--- config.mk ---
export PLATFORM = sky130hd
export DESIGN_NAME = tournament_select
export DESIGN_NICKNAME = d
export VERILOG_FILES = /design/src/rtl/ga_pkg.sv /design/src/rtl/tournament_cmp.sv /design/src/rtl/tournament_select.sv
export SDC_FILE = /design/constraint.sdc
export NUM_CORES = 1
export LEC_CHECK = 0
export ABC_AREA = 1
export BUFFER_PORTS_ARGS = -buffer_cell sky130_fd_sc_hd__buf_2
export CAP_MARGIN = 10
export CORE_ASPECT_RATIO = 0.75
export CORE_UTILIZATION = 30
export CTS_CLUSTER_SIZE = 40
export DETAILED_ROUTE_END_ITERATION = 10
export PLACE_DENSITY_LB_ADDON = 0.05
export SLEW_MARGIN = 20
export SYNTH_ARGS = -nofsm -noshare
export SYNTH_HDL_FRONTEND = slang
export SYNTH_SLANG_ARGS = --single-unit
--- constraint.sdc ---
create_clock -name clk -period 3.9 [get_ports clk]
set_input_delay 0.39 -clock clk [delete_from_list [all_inputs] [get_ports clk]]
set_output_delay 0.39 -clock clk [all_outputs]
set_load 0.03 [all_outputs]
--- src/rtl/ga_pkg.sv ---
// Shared types for the GA datapath: chromosome/fitness widths and the
// tournament selector state encoding.
package ga_pkg;

    localparam int CHROM_W = 8;
    localparam int FIT_W   = 27;

    typedef logic signed [CHROM_W-1:0] chrom_t;
    typedef logic signed [FIT_W-1:0]   fitness_t;

    typedef enum logic [1:0] {
        S_FIRST  = 2'd0,
        S_SECOND = 2'd1,
        S_OUT    = 2'd2
    } sel_state_t;

endpackage

--- src/rtl/tournament_cmp.sv ---
// Combinational two-way fitness compare. Candidate A wins ties unless
// STRICT is set, in which case A must be strictly better to win.
module tournament_cmp #(
    parameter int CHROM_W  = 8,
    parameter int FIT_W    = 27,
    parameter bit MAXIMIZE = 1'b1,
    parameter bit STRICT   = 1'b0
) (
    input  logic signed [CHROM_W-1:0] a_chrom,
    input  logic signed [FIT_W-1:0]   a_fit,
    input  logic signed [CHROM_W-1:0] b_chrom,
    input  logic signed [FIT_W-1:0]   b_fit,
    output logic signed [CHROM_W-1:0] win_chrom,
    output logic signed [FIT_W-1:0]   win_fit
);
    import ga_pkg::*;

    logic a_wins;

    // Decide whether A beats B under the configured direction and tie rule.
    always_comb begin
        a_wins = 1'b0;
        if (MAXIMIZE) begin
            a_wins = STRICT ? (a_fit > b_fit) : (a_fit >= b_fit);
        end else begin
            a_wins = STRICT ? (a_fit < b_fit) : (a_fit <= b_fit);
        end
    end

    assign win_chrom = a_wins ? a_chrom : b_chrom;
    assign win_fit   = a_wins ? a_fit   : b_fit;

endmodule

--- src/rtl/tournament_select.sv ---
// Binary tournament selector: one tournament per accepted scored pair,
// two winners form a parent pair for crossover, plus a best-so-far tracker.
module tournament_select #(
    parameter int CHROM_W  = 8,
    parameter int FIT_W    = 27,
    parameter bit MAXIMIZE = 1'b1
) (
    input  logic                      clk,
    input  logic                      reset,
    input  logic                      in_valid,
    output logic                      in_ready,
    input  logic signed [CHROM_W-1:0] chrom1,
    input  logic signed [CHROM_W-1:0] chrom2,
    input  logic signed [FIT_W-1:0]   fitness1,
    input  logic signed [FIT_W-1:0]   fitness2,
    output logic                      par_valid,
    input  logic                      par_ready,
    output logic signed [CHROM_W-1:0] parent1,
    output logic signed [CHROM_W-1:0] parent2,
    output logic [15:0]               pair_count,
    input  logic                      clear_best,
    output logic                      best_valid,
    output logic signed [CHROM_W-1:0] best_chrom,
    output logic signed [FIT_W-1:0]   best_fitness
);
    import ga_pkg::*;

    sel_state_t                state_q, state_d;
    logic                      par_valid_q, par_valid_d;
    logic signed [CHROM_W-1:0] parent1_q, parent1_d;
    logic signed [CHROM_W-1:0] parent2_q, parent2_d;
    logic [15:0]               pair_count_q, pair_count_d;
    logic                      best_valid_q, best_valid_d;
    logic signed [CHROM_W-1:0] best_chrom_q, best_chrom_d;
    logic signed [FIT_W-1:0]   best_fitness_q, best_fitness_d;

    logic                      accept;
    logic signed [CHROM_W-1:0] win_chrom;
    logic signed [FIT_W-1:0]   win_fit;
    logic signed [CHROM_W-1:0] keep_chrom;
    logic signed [FIT_W-1:0]   keep_fit;

    assign in_ready = (state_q != S_OUT);
    assign accept   = in_valid && in_ready;

    // The tournament itself: ties go to chrom1.
    tournament_cmp #(
        .CHROM_W (CHROM_W),
        .FIT_W   (FIT_W),
        .MAXIMIZE(MAXIMIZE),
        .STRICT  (1'b0)
    ) u_tournament (
        .a_chrom  (chrom1),
        .a_fit    (fitness1),
        .b_chrom  (chrom2),
        .b_fit    (fitness2),
        .win_chrom(win_chrom),
        .win_fit  (win_fit)
    );

    // Best-vs-winner: the new winner must be strictly better to displace the incumbent.
    tournament_cmp #(
        .CHROM_W (CHROM_W),
        .FIT_W   (FIT_W),
        .MAXIMIZE(MAXIMIZE),
        .STRICT  (1'b1)
    ) u_best (
        .a_chrom  (win_chrom),
        .a_fit    (win_fit),
        .b_chrom  (best_chrom_q),
        .b_fit    (best_fitness_q),
        .win_chrom(keep_chrom),
        .win_fit  (keep_fit)
    );

    // Collect two winners, hold the pair until downstream takes it.
    always_comb begin
        state_d      = state_q;
        par_valid_d  = par_valid_q;
        parent1_d    = parent1_q;
        parent2_d    = parent2_q;
        pair_count_d = pair_count_q;
        case (state_q)
            S_FIRST: begin
                if (accept) begin
                    parent1_d = win_chrom;
                    state_d   = S_SECOND;
                end
            end
            S_SECOND: begin
                if (accept) begin
                    parent2_d   = win_chrom;
                    par_valid_d = 1'b1;
                    state_d     = S_OUT;
                end
            end
            S_OUT: begin
                if (par_valid_q && par_ready) begin
                    par_valid_d  = 1'b0;
                    pair_count_d = pair_count_q + 16'd1;
                    state_d      = S_FIRST;
                end
            end
            default: state_d = S_FIRST;
        endcase
    end

    // Best tracker: a clear in the same cycle as an accept lets the current winner load.
    always_comb begin
        best_valid_d   = best_valid_q;
        best_chrom_d   = best_chrom_q;
        best_fitness_d = best_fitness_q;
        if (clear_best) begin
            best_valid_d = 1'b0;
        end
        if (accept) begin
            best_valid_d = 1'b1;
            if (clear_best || !best_valid_q) begin
                best_chrom_d   = win_chrom;
                best_fitness_d = win_fit;
            end else begin
                best_chrom_d   = keep_chrom;
                best_fitness_d = keep_fit;
            end
        end
    end

    // State registers with synchronous reset.
    always_ff @(posedge clk) begin
        if (reset) begin
            state_q        <= S_FIRST;
            par_valid_q    <= 1'b0;
            parent1_q      <= '0;
            parent2_q      <= '0;
            pair_count_q   <= '0;
            best_valid_q   <= 1'b0;
            best_chrom_q   <= '0;
            best_fitness_q <= '0;
        end else begin
            state_q        <= state_d;
            par_valid_q    <= par_valid_d;
            parent1_q      <= parent1_d;
            parent2_q      <= parent2_d;
            pair_count_q   <= pair_count_d;
            best_valid_q   <= best_valid_d;
            best_chrom_q   <= best_chrom_d;
            best_fitness_q <= best_fitness_d;
        end
    end

    assign par_valid    = par_valid_q;
    assign parent1      = parent1_q;
    assign parent2      = parent2_q;
    assign pair_count   = pair_count_q;
    assign best_valid   = best_valid_q;
    assign best_chrom   = best_chrom_q;
    assign best_fitness = best_fitness_q;

endmodule

==> metrics, run 1 <==
status=completed; DP Area=0.00608 mm^2; CP Class=in -> reg; hold buffers post-CTS=0; most common cell after layout, fill and taps aside=nand2_1; Worst R2R Path Depth=14; Adder-Cell Fraction of Synth Area=13.9%; first-pass GRT wire length=22900 um; gr ovfl total=0; Hold Crit Class=in -> reg; R2R Setup Slk=between 1.5 and 2 ns; Post-Route Skew=0.00754 ns; I/O pin cnt=around 150; overall power=2630 uW; layout cells sized above 1=24.8%; LEAKAGE=0.00365 uW; num rows=40; Worst EP arrival=3.78 ns; Netlist Area Pre-Place=slightly below 0.005 mm^2; starting density of the core=30.7%; syn avg cell area=6.46 um^2; Clk Tree Root Cell=clkbuf_16; Simple-Gate Fraction of Synth Area=31.3%; I/O Buffers=144; CORE AREA=0.0161 mm^2; total CTS buffers=9; post-synthesis compound-gate area fraction=13.2%; post-synthesis mux area share=0%; clock latency on the worst-skew pair=approximately 0.34 ns; Synth cell types=32; GPL Wtd Cong=0.844; crit end category=flop; final instance area=0.00649 mm^2; clock slew at reported path FFs=roughly 0.060 ns; largest net degree at the start of global routing=36; max incr delay on CP=0.26 ns; Hold Path Depth=4; final wirelength=approximately 15000 um; FMAX=281 MHz; fin. max-slew vios=0; number of vias in the routed layout=roughly 5100; CTS Buffer Depth=2; number of diodes=0; sequential share of the synthesized area=28.8%; Final min period=3.56 ns; Slew @ Worst Pin=0.536 ns; CP Max Fanout=16; drt wl/cell=12.7 um; RSZ-0062 raised after global routing=no; largest family of logic cells by synthesized area=simple AND/OR/NAND/NOR gates; Max IR drop VDD=roughly 0.20 mV; final worst-path cycle share=91.2%; Cells after Synth=764; pwr/cell area=405 mW/mm^2; H-tree levels=3; Final Hold Vio Count=0; final worst setup slack=0.343 ns; fillers=1717; area of the multi-input gates=slightly below 0.003 mm^2; Hold Path End=state_q[0]; stages on the worst setup path=29; Hold Crit Start=in_valid; syn nets=894; cell mode on critical path=nand2_1; cell family with most CP delay=simple AND/OR/NAND/NOR gates; Max-Cap Viols=0; Ys Warns=0; initial antenna violation count=0; DRC=0; Layout Utilization=40.4%; commonest cells after routing, fill and taps aside=nand2_1 (204), buf_2 (144), inv_1 (126); final setup vio count=0; die width=150 um; die area=around 0.017 mm^2; Worst EP required=4.13 ns; Detailed Place HPWL=11200 um; GRT Util Overall=17.3%; Die Ht=113 um; #FFs+latches synth=71; Antenna Nets Post-Route=0; slew margin rel.=64.0%; vias in the first global route=~4700; postcts setup bufs=0; Area Growth Syn to Fin=31.5%; Nets=1061; DR vias/cell=roughly 4.4; reg2reg start=best_fitness[18]; FF-to-FF End=best_fitness[6]; CTS tree=done; Worst setup SP type=input pin; Fin Hold WS=0.368 ns; clock sinks=between 70 and 80; xor-xnor portion of the synthesized cell area=0.532%; WP buf/inv=6; drt first pass iters=5; slowest CP cell=ha_1; register area=about 0.0014 mm^2; Iteration-0 DRC Markers=between 200 and 250; Post-Place Setup Slack=-0.224 ns
Yosys cell counts (all sizes together):
cell	number	area share [%]
a211oi	1	0.15
a21o	6	0.91
a21oi	30	3.1
and2	1	0.13
and3	3	0.38
buf	11	1.7
clkbuf	11	0.84
clkinv	1	0.076
dfxtp	71	29
ha	55	14
inv	126	9.6
nand2	207	16
nand3	20	2.5
nand4	14	1.8
nor2	125	9.7
nor3	6	0.61
nor3b	2	0.41
nor4	1	0.13
o21a	2	0.30
o21ai	60	7.5
o21bai	8	1.2
xor2	3	0.53
power by group:
part	internal [uW]	switching, uW
Sequential	787	34.0
Clock	493	332
Combinational	371	610
what timing repair did:
action / in CTS / in global routing
endpoints found under the hold margin: 0 / 0
endpoints found under the setup margin: 0 / 35
gates resized for setup: 0 / 22
layer usage:
metal  vias up  routed length [um]  global-route usage, %  part of all wire (%)
li1       2731                   -                      -                     -
met1      2219                7620                   24.5                    52
met2       117                5890                   25.5                    41
met3         4                 950                   5.16                   6.5
met4         0                  65                   3.97                  0.45
met5         -                   0                      0                     0
final cells by class:
type	instances	share of cell area [%]
inverter	127	7.34
clock inverter	6	0.944
sequential	71	21.9
clock buffer	10	3.53
tap	210	4.05
timing repair buffer	178	16.7
multi-input combinational	544	45.6
cells by family after synthesis:
group,count (synthesis)
compound gates,107
xor+xnor,3
fa+ha+maj,55
buf+inv,149
flops,71
simple gates,379
worst register-to-register path: stages (launching register included):
cell       delay (ns)
dfxtp_1          0.32
inv_1            0.05
ha_1             0.30
a21o_1           0.19
nor2_2           0.15
nand2_1          0.08
a21oi_2          0.16
nand2_1          0.07
nand2_1          0.06
nand3_1          0.11
nand2_2          0.10
nand2_4          0.09
clkbuf_16        0.20
nor2_1           0.12
nor2_1           0.05
how the worst max path moves through the flow:
stage	startpoint	end
after floorplan	fitness2[26]	best_fitness[0]
after global placement	fitness2[22]	best_fitness[5]
after detailed placement	fitness2[22]	best_fitness[2]
after CTS	fitness2[22]	best_fitness[2]
after global routing	fitness2[22]	best_fitness[19]
final	fitness2[22]	best_fitness[6]
flip-flops by register name, indices dropped and copies added, names as in the netlist:
signal        count
parent1           8
best_valid        1
par_valid         1
best_chrom        8
pair_count       16
best_fitness     27
parent2           8
state_q           2
stage by stage:
step | setup TNS, ns | cells
3_3_place_gp | -5.87 | 1127
5_1_grt | 0 | 1146
3_5_place_dp | -5.91 | 1127
4_1_cts | 0 | 1143
2_1_floorplan | 0 | 764
6_report | 0 | 1146
No activity file was read; power rests on OpenSTA's default activity.
==> run 2, diff against run 1 <==
Settings changed: CORE_MARGIN set to 2.
==> metrics, run 2 (synthesis results as in run 1) <==
gr ovfl total=0; P_int=1730 uW; DR vias/cell=4.46; GRT Util Overall=16.8%; cell mode on critical path=nand2_1; vias in the first global route=4856; Max IR drop VDD=0.209 mV; Layout Utilization=about 41%; fin. max-slew vios=0; Clk Tree Root Cell=clkbuf_16; clock slew at reported path FFs=0.06 ns; commonest cells after routing, fill and taps aside=nand2_1 (203), buf_2 (144), inv_1 (126); Nets=1064; Post-Place Setup Slack=-0.234 ns; Area Growth Syn to Fin=32.6%; most common cell after layout, fill and taps aside=nand2_1; status=completed; I/O pin cnt=145; initial antenna violation count=0; number of diodes=0; layout cells sized above 1=between 20% and 30%; slowest CP cell=ha_1; DRC=0; Hold Crit Class=in -> reg; Logic pwr share=between 30% and 40%; Iteration-0 DRC Markers=between 200 and 250; final wirelength=14800 um; max FFs per register=27; crit end category=flop; clock sinks=71; CP Max Fanout=15; num rows=40; switching part of the total=36.5%; setup_tns=0 ns; I/O Buffers=144; Final Hold Vio Count=0; Worst setup SP type=input pin; final setup vio count=0; Antenna Nets Post-Route=0; sequential power share=between 30% and 40%; LEAKAGE=0.00368 uW; Worst EP required=4.14 ns; H-tree levels=3; CP Class=in -> reg; pwr/cell area=417 mW/mm^2; Final min period=between 3 and 4 ns; Max-Cap Viols=0; CORE AREA=0.0161 mm^2; Slew @ Worst Pin=0.752 ns; number of vias in the routed layout=5120; max incr delay on CP=0.29 ns; die width=152 um; slew margin rel.=around half; Worst EP arrival=3.82 ns; final worst-path cycle share=92.0%; die area=around 0.018 mm^2; drt first pass iters=4; clock latency on the worst-skew pair=between 0.3 and 0.4 ns; Post-Route Skew=0.00727 ns; CTS tree=done; drt wl/cell=12.9 um; first-pass GRT wire length=23700 um; largest net degree at the start of global routing=31; starting density of the core=between 30% and 40%; GPL Wtd Cong=a little over 0.8; Die Ht=115 um; Fin Hold WS=0.356 ns; final worst setup slack=0.313 ns; clock share of power=33.6%; CTS Buffer Depth=2; FMAX=279 MHz; Detailed Place HPWL=11600 um; total CTS buffers=9; P_sw=996 uW
[run 2: power by group through the flow]
| stage | Combinational [uW] | Sequential, uW | Clock [uW] |
|---|---|---|---|
| floorplan | 520 | 950 | 0 |
| finish | 990 | 819 | 917 |
| global route | 1130 | 827 | 975 |
| detailed placement | 951 | 836 | 0 |
| CTS | 956 | 820 | 951 |
| global placement | 942 | 836 | 0 |
[run 2: path summary, 6_finish.rpt]
path	to	slack [ns]	depth (start not counted)	startpoint
setup / recovery	best_fitness[12]	0.31	30	fitness2[22]
hold / removal	state_q[0]	0.36	4	in_valid
setup reg to reg	best_fitness[12]	1.70	14	best_fitness[18]
hold reg to reg	pair_count[1]	0.48	2	pair_count[1]
[run 2: routing by layer]
layer	vias to the layer above	track usage, %	share of wire (%)
met4	0	4.30	0.93
met1	2264	23.7	52
met2	113	25.0	41
met3	13	4.98	6.3
met5	-	0	0
li1	2730	-	-
[run 2: area by class of cell]
type | count | area [um^2]
repair buffers | 181 | 1100
well taps | 210 | 263
fillers | 1721 | 9520
multi-input cells | 544 | 2960
inverters | 127 | 477
clock buffers | 10 | 229
clock inverters | 6 | 92.6
flip-flops and latches | 71 | 1420
[run 2: repair_timing]
action	in CTS	in global routing
hold buffers	0	0
endpoints found under the setup margin	0	35
setup buffers	0	0
resized for setup	0	22
[run 2: through the flow]
step	total power (uW)	area [um^2]	instances
global route	2930	6550	1149
global placement	1780	6110	1131
floorplan	1470	4940	764
CTS	2730	6430	1147
finish	2730	6550	1149
detailed placement	1790	6110	1131
[run 2: worst max-delay path, delay by kind of cell]
family | cells | cell delay (ns)
adders and majority gates | 2 | 0.55
and+or+nand+nor | 18 | 1.64
AOI/OAI and AO/OA | 3 | 0.38
buffers and inverters | 7 | 0.86
